$ cat src/rtl/spi_seq_pkg.sv
// ---------------------------------------------------------------------------
// spi_seq_pkg
// Shared definitions for the SPI burst sequencer: default FIFO depth and burst
// length width, and the sequencer state encoding.
// ---------------------------------------------------------------------------
package spi_seq_pkg;

   localparam int DEFAULT_DEPTH = 8;
   localparam int DEFAULT_LEN_W = 4;

   typedef enum logic [2:0] {
      IDLE,
      LOAD,
      START,
      WAIT,
      DONE
   } state_e;

endpackage

$ cat src/rtl/spi_burst_seq_if.sv
// ---------------------------------------------------------------------------
// spi_burst_seq_if
// Byte handshake between the burst sequencer and the SPI master controller.
//   start   : one-cycle request to shift tx_data out
//   tx_data : byte to transmit, held stable until done
//   busy    : master is shifting
//   done    : one-cycle byte-complete pulse
//   rx_data : received byte, valid while done is high
// master modport = sequencer side, slave modport = SPI controller side.
// ---------------------------------------------------------------------------
interface spi_burst_seq_if;

   logic       start;
   logic [7:0] tx_data;
   logic       busy;
   logic       done;
   logic [7:0] rx_data;

   modport master (output start, output tx_data,
                   input  busy,  input  done, input rx_data);

   modport slave  (input  start, input  tx_data,
                   output busy,  output done, output rx_data);

endinterface

$ cat src/rtl/sync_fifo.sv
// ---------------------------------------------------------------------------
// sync_fifo
// Single-clock first-word-fall-through FIFO.
//   clk, rst_n : clock, synchronous active-low reset
//   wr_en      : push wr_data (dropped while full; full is the pre-pop value)
//   rd_en      : pop the head (ignored while empty)
//   rd_data    : current head, reads 0 while empty
//   full/empty : occupancy flags
//   count      : occupancy, 0..DEPTH
// ---------------------------------------------------------------------------
module sync_fifo #(
   parameter int WIDTH = 8,
   parameter int DEPTH = 8
) (
   input  logic                     clk,
   input  logic                     rst_n,
   input  logic                     wr_en,
   input  logic [WIDTH-1:0]         wr_data,
   input  logic                     rd_en,
   output logic [WIDTH-1:0]         rd_data,
   output logic                     full,
   output logic                     empty,
   output logic [$clog2(DEPTH):0]   count
);

   localparam int AW = $clog2(DEPTH);

   logic [WIDTH-1:0] mem [DEPTH];
   logic [AW-1:0]    wr_ptr;
   logic [AW-1:0]    rd_ptr;
   logic             push;
   logic             pop;

   assign full    = (count == (AW+1)'(DEPTH));
   assign empty   = (count == '0);
   assign push    = wr_en && !full;
   assign pop     = rd_en && !empty;
   assign rd_data = empty ? '0 : mem[rd_ptr];

   // NOTE: storage is deliberately not reset; pointers and count alone define
   // which entries are valid, and rd_data is masked while empty.
   always_ff @(posedge clk) begin
      if (push) mem[wr_ptr] <= wr_data;
   end

   // NOTE: sequential state uses <= so every register samples pre-edge
   // values no matter how the simulator orders the blocks.
   always_ff @(posedge clk) begin
      if (!rst_n) begin
         wr_ptr <= '0;
         rd_ptr <= '0;
         count  <= '0;
      end else begin
         if (push) wr_ptr <= wr_ptr + AW'(1);
         if (pop)  rd_ptr <= rd_ptr + AW'(1);
         case ({push, pop})
            2'b10:   count <= count + (AW+1)'(1);
            2'b01:   count <= count - (AW+1)'(1);
            default: count <= count;
         endcase
      end
   end

endmodule

$ cat src/rtl/spi_burst_seq.sv
// ---------------------------------------------------------------------------
// spi_burst_seq
// Feeds an N-byte burst from a TX FIFO to the SPI master one byte at a time
// and collects the received bytes into an RX FIFO.
//   clk, rst_n          : clock, synchronous active-low reset
//   tx_wr_en/tx_wr_data : TX FIFO push; tx_full, tx_count status
//   cmd_valid/cmd_len   : burst request, accepted while cmd_ready (idle)
//   rx_rd_en            : RX FIFO pop; rx_rd_data (FWFT head), rx_empty,
//                         rx_count status
//   spi                 : start/tx_data/busy/done/rx_data master handshake
//   burst_done          : one-cycle pulse after the last byte completes
//   err                 : one-cycle pulse (registered) for zero-length command,
//                         TX overflow write, or RX underflow read
// ---------------------------------------------------------------------------
module spi_burst_seq
   import spi_seq_pkg::*;
#(
   parameter int DEPTH = DEFAULT_DEPTH,
   parameter int LEN_W = DEFAULT_LEN_W
) (
   input  logic                   clk,
   input  logic                   rst_n,
   input  logic                   tx_wr_en,
   input  logic [7:0]             tx_wr_data,
   output logic                   tx_full,
   output logic [$clog2(DEPTH):0] tx_count,
   input  logic                   cmd_valid,
   input  logic [LEN_W-1:0]       cmd_len,
   output logic                   cmd_ready,
   input  logic                   rx_rd_en,
   output logic [7:0]             rx_rd_data,
   output logic                   rx_empty,
   output logic [$clog2(DEPTH):0] rx_count,
   spi_burst_seq_if.master        spi,
   output logic                   burst_done,
   output logic                   err
);

   state_e           state;
   state_e           state_nxt;
   logic [LEN_W-1:0] remaining;
   logic [7:0]       tx_data_q;
   logic             err_q;

   logic       tx_empty;
   logic [7:0] tx_head;
   logic       rx_full;
   logic       rx_room;
   logic       cmd_accept;
   logic       load_go;
   logic       tx_pop;
   logic       rx_push;

   sync_fifo #(.WIDTH(8), .DEPTH(DEPTH)) u_tx_fifo (
      .clk     (clk),
      .rst_n   (rst_n),
      .wr_en   (tx_wr_en),
      .wr_data (tx_wr_data),
      .rd_en   (tx_pop),
      .rd_data (tx_head),
      .full    (tx_full),
      .empty   (tx_empty),
      .count   (tx_count)
   );

   sync_fifo #(.WIDTH(8), .DEPTH(DEPTH)) u_rx_fifo (
      .clk     (clk),
      .rst_n   (rst_n),
      .wr_en   (rx_push),
      .wr_data (spi.rx_data),
      .rd_en   (rx_rd_en),
      .rd_data (rx_rd_data),
      .full    (rx_full),
      .empty   (rx_empty),
      .count   (rx_count)
   );

   // A byte is only launched once its reply is guaranteed a slot; a pop in the
   // same cycle frees one, so the RX FIFO can never overflow.
   assign rx_room    = !rx_full || (rx_rd_en && !rx_empty);
   assign cmd_accept = cmd_valid && (state == IDLE);
   assign load_go    = (state == LOAD) && !tx_empty && rx_room && !spi.busy;
   assign tx_pop     = (state == START);
   assign rx_push    = (state == WAIT) && spi.done;

   always_comb begin
      // NOTE: default first so every path assigns state_nxt (no latch).
      state_nxt = state;
      case (state)
         IDLE:    if (cmd_accept && (cmd_len != '0)) state_nxt = LOAD;
         LOAD:    if (load_go) state_nxt = START;
         START:   state_nxt = WAIT;
         WAIT:    if (spi.done)
                     state_nxt = (remaining == LEN_W'(1)) ? DONE : LOAD;
         DONE:    state_nxt = IDLE;
         default: state_nxt = IDLE;
      endcase
   end

   always_ff @(posedge clk) begin
      if (!rst_n) begin
         state     <= IDLE;
         remaining <= '0;
         tx_data_q <= 8'h00;
         err_q     <= 1'b0;
      end else begin
         state <= state_nxt;
         if (cmd_accept)   remaining <= cmd_len;
         else if (rx_push) remaining <= remaining - LEN_W'(1);
         // Captured on the way into START so the byte is already valid while
         // the start pulse is high; the TX pop in START then retires it.
         if (load_go) tx_data_q <= tx_head;
         err_q <= (tx_wr_en && tx_full) ||
                  (rx_rd_en && rx_empty) ||
                  (cmd_accept && (cmd_len == '0));
      end
   end

   assign cmd_ready   = (state == IDLE);
   assign spi.start   = (state == START);
   assign spi.tx_data = tx_data_q;
   assign burst_done  = (state == DONE);
   assign err         = err_q;

endmodule

$ cat src/flat_wrapper.sv
// flat-port wrapper written by rule: the top's interface ports become plain ports
module spi_burst_seq_flat import spi_seq_pkg::*;
#(
   parameter int DEPTH = DEFAULT_DEPTH,
   parameter int LEN_W = DEFAULT_LEN_W
)
  (clk, rst_n, tx_wr_en, tx_wr_data, tx_full, tx_count, cmd_valid, cmd_len, cmd_ready, rx_rd_en, rx_rd_data, rx_empty, rx_count, burst_done, err, spi_start, spi_tx_data, spi_busy, spi_done, spi_rx_data);
  spi_burst_seq_if spi_i ();
  input  logic clk;
  input  logic rst_n;
  input  logic tx_wr_en;
  input  logic [7:0] tx_wr_data;
  output logic tx_full;
  output logic [$clog2(DEPTH):0] tx_count;
  input  logic cmd_valid;
  input  logic [LEN_W-1:0] cmd_len;
  output logic cmd_ready;
  input  logic rx_rd_en;
  output logic [7:0] rx_rd_data;
  output logic rx_empty;
  output logic [$clog2(DEPTH):0] rx_count;
  output logic burst_done;
  output logic err;
  output wire logic [$bits(spi_i.start)-1:0] spi_start;
  output wire logic [$bits(spi_i.tx_data)-1:0] spi_tx_data;
  input wire logic [$bits(spi_i.busy)-1:0] spi_busy;
  input wire logic [$bits(spi_i.done)-1:0] spi_done;
  input wire logic [$bits(spi_i.rx_data)-1:0] spi_rx_data;
  assign spi_start = spi_i.start;
  assign spi_tx_data = spi_i.tx_data;
  assign spi_i.busy = spi_busy;
  assign spi_i.done = spi_done;
  assign spi_i.rx_data = spi_rx_data;
  spi_burst_seq #(.DEPTH(DEPTH), .LEN_W(LEN_W)) u_core (.clk(clk), .rst_n(rst_n), .tx_wr_en(tx_wr_en), .tx_wr_data(tx_wr_data), .tx_full(tx_full), .tx_count(tx_count), .cmd_valid(cmd_valid), .cmd_len(cmd_len), .cmd_ready(cmd_ready), .rx_rd_en(rx_rd_en), .rx_rd_data(rx_rd_data), .rx_empty(rx_empty), .rx_count(rx_count), .spi(spi_i), .burst_done(burst_done), .err(err));
endmodule
$ cat config.mk
export PLATFORM = sky130hd
export DESIGN_NAME = spi_burst_seq_flat
export DESIGN_NICKNAME = d
export VERILOG_FILES = /design/src/rtl/spi_seq_pkg.sv /design/src/rtl/spi_burst_seq_if.sv /design/src/rtl/sync_fifo.sv /design/src/rtl/spi_burst_seq.sv /design/src/flat_wrapper.sv
export SDC_FILE = /design/constraint.sdc
export NUM_CORES = 1
export LEC_CHECK = 0
export CAP_MARGIN = 10
export CORE_ASPECT_RATIO = 1.4
export CORE_MARGIN = 3
export CORE_UTILIZATION = 30
export DETAILED_ROUTE_END_ITERATION = 10
export GPL_TIMING_DRIVEN = 1
export SYNTH_ARGS = -nofsm -noshare
export SYNTH_HDL_FRONTEND = slang
export SYNTH_HIERARCHICAL = 1
export SYNTH_SLANG_ARGS = --single-unit
$ cat constraint.sdc
create_clock -name clk -period 2.9 [get_ports clk]
set_clock_uncertainty 0.05 [all_clocks]
set_input_delay 0.87 -clock clk [delete_from_list [all_inputs] [get_ports clk]]
set_output_delay 0.87 -clock clk [all_outputs]
set_load 0.05 [all_outputs]
# After elaboration in Yosys (flattened, before gate mapping)
# Memories as Yosys holds them, arrays and structs flattened. A register that Yosys moved wholly into a read port is not among the register bits.
# Index checks and enable logic that the tools add are counted.
# totals
register_bits,28
ramBits,128
inputBits,27
output_inout_bits,30
wordCells,81
mem_count,2
# op_classes
add_sub_neg,9
eq_ne,14
muxes,16
reduce_logical,31
# mem_list
name,words,width,rd,rd_ports_with_merged_regs,wr,line_no,source
u_core.u_rx_fifo.mem,8,8,1,1,1,sync_fifo.sv:28,logic [WIDTH-1:0] mem [DEPTH];
u_core.u_tx_fifo.mem,8,8,1,1,1,sync_fifo.sv:28,
# ops
operator,count
2-to-1 mux 3 bit,6
one-hot mux 4 bit (2 select lines),2
logical AND 1 bit,13
adder 3 x 1 -> 3 bit (second input constant),4
zero test 4 bit,3
one-hot mux 3 bit (4 select lines),1
subtractor 4 x 1 -> 4 bit (second input constant),3
adder 4 x 1 -> 4 bit (second input constant),2
== test 4 bit (second input constant),2
2-to-1 mux 4 bit,2
2-to-1 mux 8 bit,1
== test 3 x 2 -> 1 bit (second input constant),2
zero test 1 bit,6
nonzero test 2 bit,3
== test 2 x 1 -> 1 bit (second input constant),2
== test 2 bit (second input constant),2
== test 4 x 1 -> 1 bit (second input constant),1
2-to-1 mux 1 bit,4
!= test 2 x 1 -> 1 bit (second input constant),2
nonzero test 4 bit,1
== test 3 x 1 -> 1 bit (second input constant),1
== test 3 bit (second input constant),1
zero test 3 bit,1
logical OR 1 bit,3
2 further kinds,2

# Logic depth before layout (Yosys ltp)
# logic_depth
word_depth,8
ltp_mapped,11
depth_no_buf,10

# Cells and area by module
# Netlist, hierarchy kept.
# by_module_without_submodules
mod,instances,cells_per_inst,area_per_inst_um2,seq_area_each_um2
sync_fifo at u_core.u_tx_fifo,1,177,3126.7,2182.1
sync_fifo at u_core.u_rx_fifo,1,175,3103.0,2182.1
spi_burst_seq,1,92,769.5,320.3

# Worst setup path before layout
# OpenSTA, ideal clock, no wires.
# synth_timing
path_kind,reg-to-reg
start,register u_core.state[1]
end,register u_core.u_tx_fifo.count[2]
arrival_time_ps,2808
required_ps,2774
slack_ps,-33
stages_incl_launch_ff,11
n_path_buf,0
path_cell_list,dfxtp_1 > nand2b_1 > nor2_1 > nor2b_1 > ha_1 > xor2_1 > ha_1 > a21oi_1 > xor2_1 > or3_1 > a21boi_0
# synth_via
elab_chain_len,4
elab_cells_between_ends,6
# synth_lines
element,line_no,source
from (decl),spi_burst_seq.sv:39,state_e state;
from (signal assigned),spi_burst_seq.sv:107,state <= state_nxt;
== test 3 x 2 -> 1 bit (*),--,
net spi_start,flat_wrapper.sv:24,output wire logic [$bits(spi_i.start)-1:0] spi_start;
logical AND 1 bit (*),sync_fifo.sv:37,assign pop = rd_en && !empty;
net u_core.u_tx_fifo.pop,sync_fifo.sv:32,logic pop;
== test 2 x 1 -> 1 bit / == test 2 bit (equally long branches),sync_fifo.sv:56,"case ({push, pop})"
one-hot mux 4 bit (2 select lines) / nonzero test 2 bit (equally long branches),--,
to (signal assigned),sync_fifo.sv:57,2'b10: count <= count + (AW+1)'(1);
to (signal assigned),sync_fifo.sv:58,2'b01: count <= count - (AW+1)'(1);
to (signal assigned),sync_fifo.sv:59,default: count <= count;
to (decl),sync_fifo.sv:23,output logic [$clog2(DEPTH):0] count
# The timed path passes the listed nets; every way through them passes the cells marked *.
# A chain may end at the register's enable or synchronous reset.

==> impl_metrics.toml <==
[clocking]
clk_pin_slew_ps = 70
cts_tree = "built"
cts_sinks = 170
postCtsSetupBuffers = 0
htree_levels = 4
clockRootBuffer = "clkbuf_16"
ctsHoldBuffers = 0
cts_inserted_buffers = 17
insertion_delay_ps = 420
clk_path_buf_depth = 2

[finish]
drive_gt1_share_pct = 22.9
area_growth_pct = 24.7
final_cell_mix = "edfxtp_1 (128), buf_4 (45), clkdlybuf4s50_1 (43)"
final_util_pct = 38.3
diodes = 0
nets = 576
layout_commonest_cell = "edfxtp_1"

[floorplan]
die_height_um = 187
core_um2 = 22800
ios = 57
die_area_um2 = 25200
row_count = 65
die_w_um = 135
start_util_pct = 30.7

[hold_path]
whs_endpoint = "u_core/spi.tx_data[3]"
min_from = "u_core/spi.tx_data[3]"
hp-class = "reg -> reg"
holdPathStages = 2

[route]
wl_per_cell_um = 16.8
ant_nets = 0
dr.pass1.iters = 4
vias = 3950
drt-total-wl_um = 14300
vias_per_cell = 4.64
drc = 0
drt_iter0_drc = 188

[yosys]
yosysSeqAreaShare_pct = 66.9
ys_seq_elements = 170
synth_nets = 483
syn_area_per_cell_um2 = 15.8
yosysWarningCount = 6
syn_area_um2 = 7000
synthCells = 444
ys_async_sr_fraction_pct = 0
synth-edff-count = 128
ys_types = 48
synth-main-ff-cell = "edfxtp_1"

[timing]
hold_violations = 0
final-setup-viol-count = 0
fin_ws_ps = 82.8
fin_crit_ps = 2820
relSlewSlack_pct = 44.3
worstMarginPinSlew_ps = 835
fin_crit_sh_pct = 97.1
drv_slew = 0
max_freq_ghz = 0.355
grt_setup_unrepaired = "false"

[placed_design]
place_ws_ps = -266
io_buffers = 56
dp_hpwl_um = 10100
gp_congestion = 0.733

[power_and_ir_drop]
power.static_leakage_nw = 2.89
peakVddDrop_mv = 0.397
p_per_area_nw_per_um2 = 601

[grt]
grt_pass1_vias = 4158
grt_use_total_pct = 11.7
grt_overflow = 0
grt_pass1_wl_um = 22700
grt_max_degree = 39
antenna_found_initial = 0

[worst_setup_path]
cp_max_fo = 8
required_ps = 1980
cp_cell_sequence = "clkbuf_16 > mux4_2 > mux2i_1 > nor2_1 > buf_4"
crit_arrival_ps = 1900
startpoint_type = "flip-flop"
r2r-end = "u_core/u_rx_fifo/count[2]"
max_stage_delay_ps = 500
cp-end-kind = "primary output"
r2r-start = "u_core/u_rx_fifo/count[0]"
critPathKind = "reg -> out"
reg2regPathDepth = 9
crit_slowest_cell = "mux4_2"
rrSetupSlack_ps = 430

[job]
cap_viol_max_count = 0

[outcome]
run_status = "finished, final reports clean"
-- kinds of logic after synthesis --
| kind of cell | Yosys count | synth area share [%] |
|---|---|---|
| buf+inv | 26 | 1.95 |
| fa+ha+maj | 12 | 2.15 |
| compound gates | 39 | 3.86 |
| mux | 54 | 13.4 |
| xor+xnor | 13 | 1.63 |
| flops | 170 | 66.9 |
| simple gates | 130 | 10.0 |
-- critical path, delay by kind of cell (launching register included) --
| kind | cells | cell delay [ps] |
|---|---|---|
| muxes | 2 | 670 |
| buffers and inverters | 2 | 370 |
| and+or+nand+nor | 1 | 50 |
| DFF | 1 | 380 |
-- area by class of cell --
cell class / count / area (µm²)
clock inverters: 14 / 159
fillers: 2137 / 14000
inverters: 6 / 22.5
multi-input cells: 248 / 2180
well taps: 301 / 377
flip-flops and latches: 170 / 4690
clock buffers: 18 / 429
repair buffers: 94 / 873
-- metrics by stage --
| step | power, mW | cells | TNS, ps | hold WS (ps) | cell area, µm² |
|---|---|---|---|---|---|
| 2_1_floorplan | 2.91 | 444 | 0 | 410 | 7000 |
| 3_3_place_gp | 3.04 | 818 | -287 | 403 | 8110 |
| 3_5_place_dp | 3.05 | 818 | -462 | 404 | 8110 |
| 4_1_cts | 5.32 | 850 | 0 | 418 | 8700 |
| 5_1_grt | 5.45 | 851 | 0 | 430 | 8730 |
| 6_report | 5.25 | 851 | 0 | 419 | 8730 |
-- flip-flops by register name, summed over array words and instances, names as in the netlist, named ones only --
register and cells:
u_core/u_rx_fifo/mem 64, u_core/u_tx_fifo/mem 64, u_core/spi.tx_data 8, u_core/remaining 4
u_core/u_rx_fifo/count 4, u_core/u_tx_fifo/count 4, u_core/state 3, u_core/u_rx_fifo/rd_ptr 3
u_core/u_rx_fifo/wr_ptr 3, u_core/u_tx_fifo/rd_ptr 3, u_core/u_tx_fifo/wr_ptr 3, u_core/err 1
-- Yosys cell counts (8+ instances only) --
library cell / number / share of area, %
nand3_1: 13 / 0.93
ha_1: 12 / 2.1
nand2b_1: 9 / 0.80
edfxtp_1: 128 / 55
o21ai_0: 15 / 1.1
mux4_2: 32 / 10
dfxtp_1: 42 / 12
mux2i_1: 22 / 3.1
nand2_1: 25 / 1.3
nor2_1: 33 / 1.8
xnor2_1: 8 / 1.0
nor2b_1: 16 / 1.4
-- worst max path at each step --
| stage | from | to | slack (ps) | cells after the start |
|---|---|---|---|---|
| 2_1_floorplan | u_core/u_rx_fifo/count[0] | rx_rd_data[0] | 160 | 3 |
| 6_report | flip-flop | rx_rd_data[5] | 80 | 5 |
| 3_5_place_dp | spi_done | u_core/u_rx_fifo/count[2] | -270 | 11 |
| 4_1_cts | flip-flop | rx_rd_data[3] | 20 | 5 |
| 5_1_grt | flip-flop | rx_rd_data[3] | 5 | 5 |
| 3_3_place_gp | spi_done | u_core/u_rx_fifo/count[2] | -190 | 11 |
-- per-layer routing --
layer  track usage [%]  part of all wire, %  routed length, µm  vias up
met5                 0                    0                  0        -
met4              4.54                  1.2                166        0
met3              2.80                  3.3                478       16
met2              21.3                   56               7990       84
met1              13.0                   40               5700     1975
li1                  -                    -                  -     1875
-- what timing repair did --
action / CTS / global route
setup endpoints to repair: 1 / 7
gates resized for setup: 1 / 3
gates cloned: 0 / 1
-- power by group --
| group | switching, mW | leakage, nW | total [mW] | internal (mW) |
|---|---|---|---|---|
| Clock | 0.962 | 0.284 | 2.25 | 1.29 |
| Combinational | 0.179 | 1.11 | 0.316 | 0.137 |
| Sequential | 0.0294 | 1.50 | 2.68 | 2.65 |
| Total | 1.17 | 2.89 | 5.25 | 4.08 |
(Power assumes the default switching activity.)
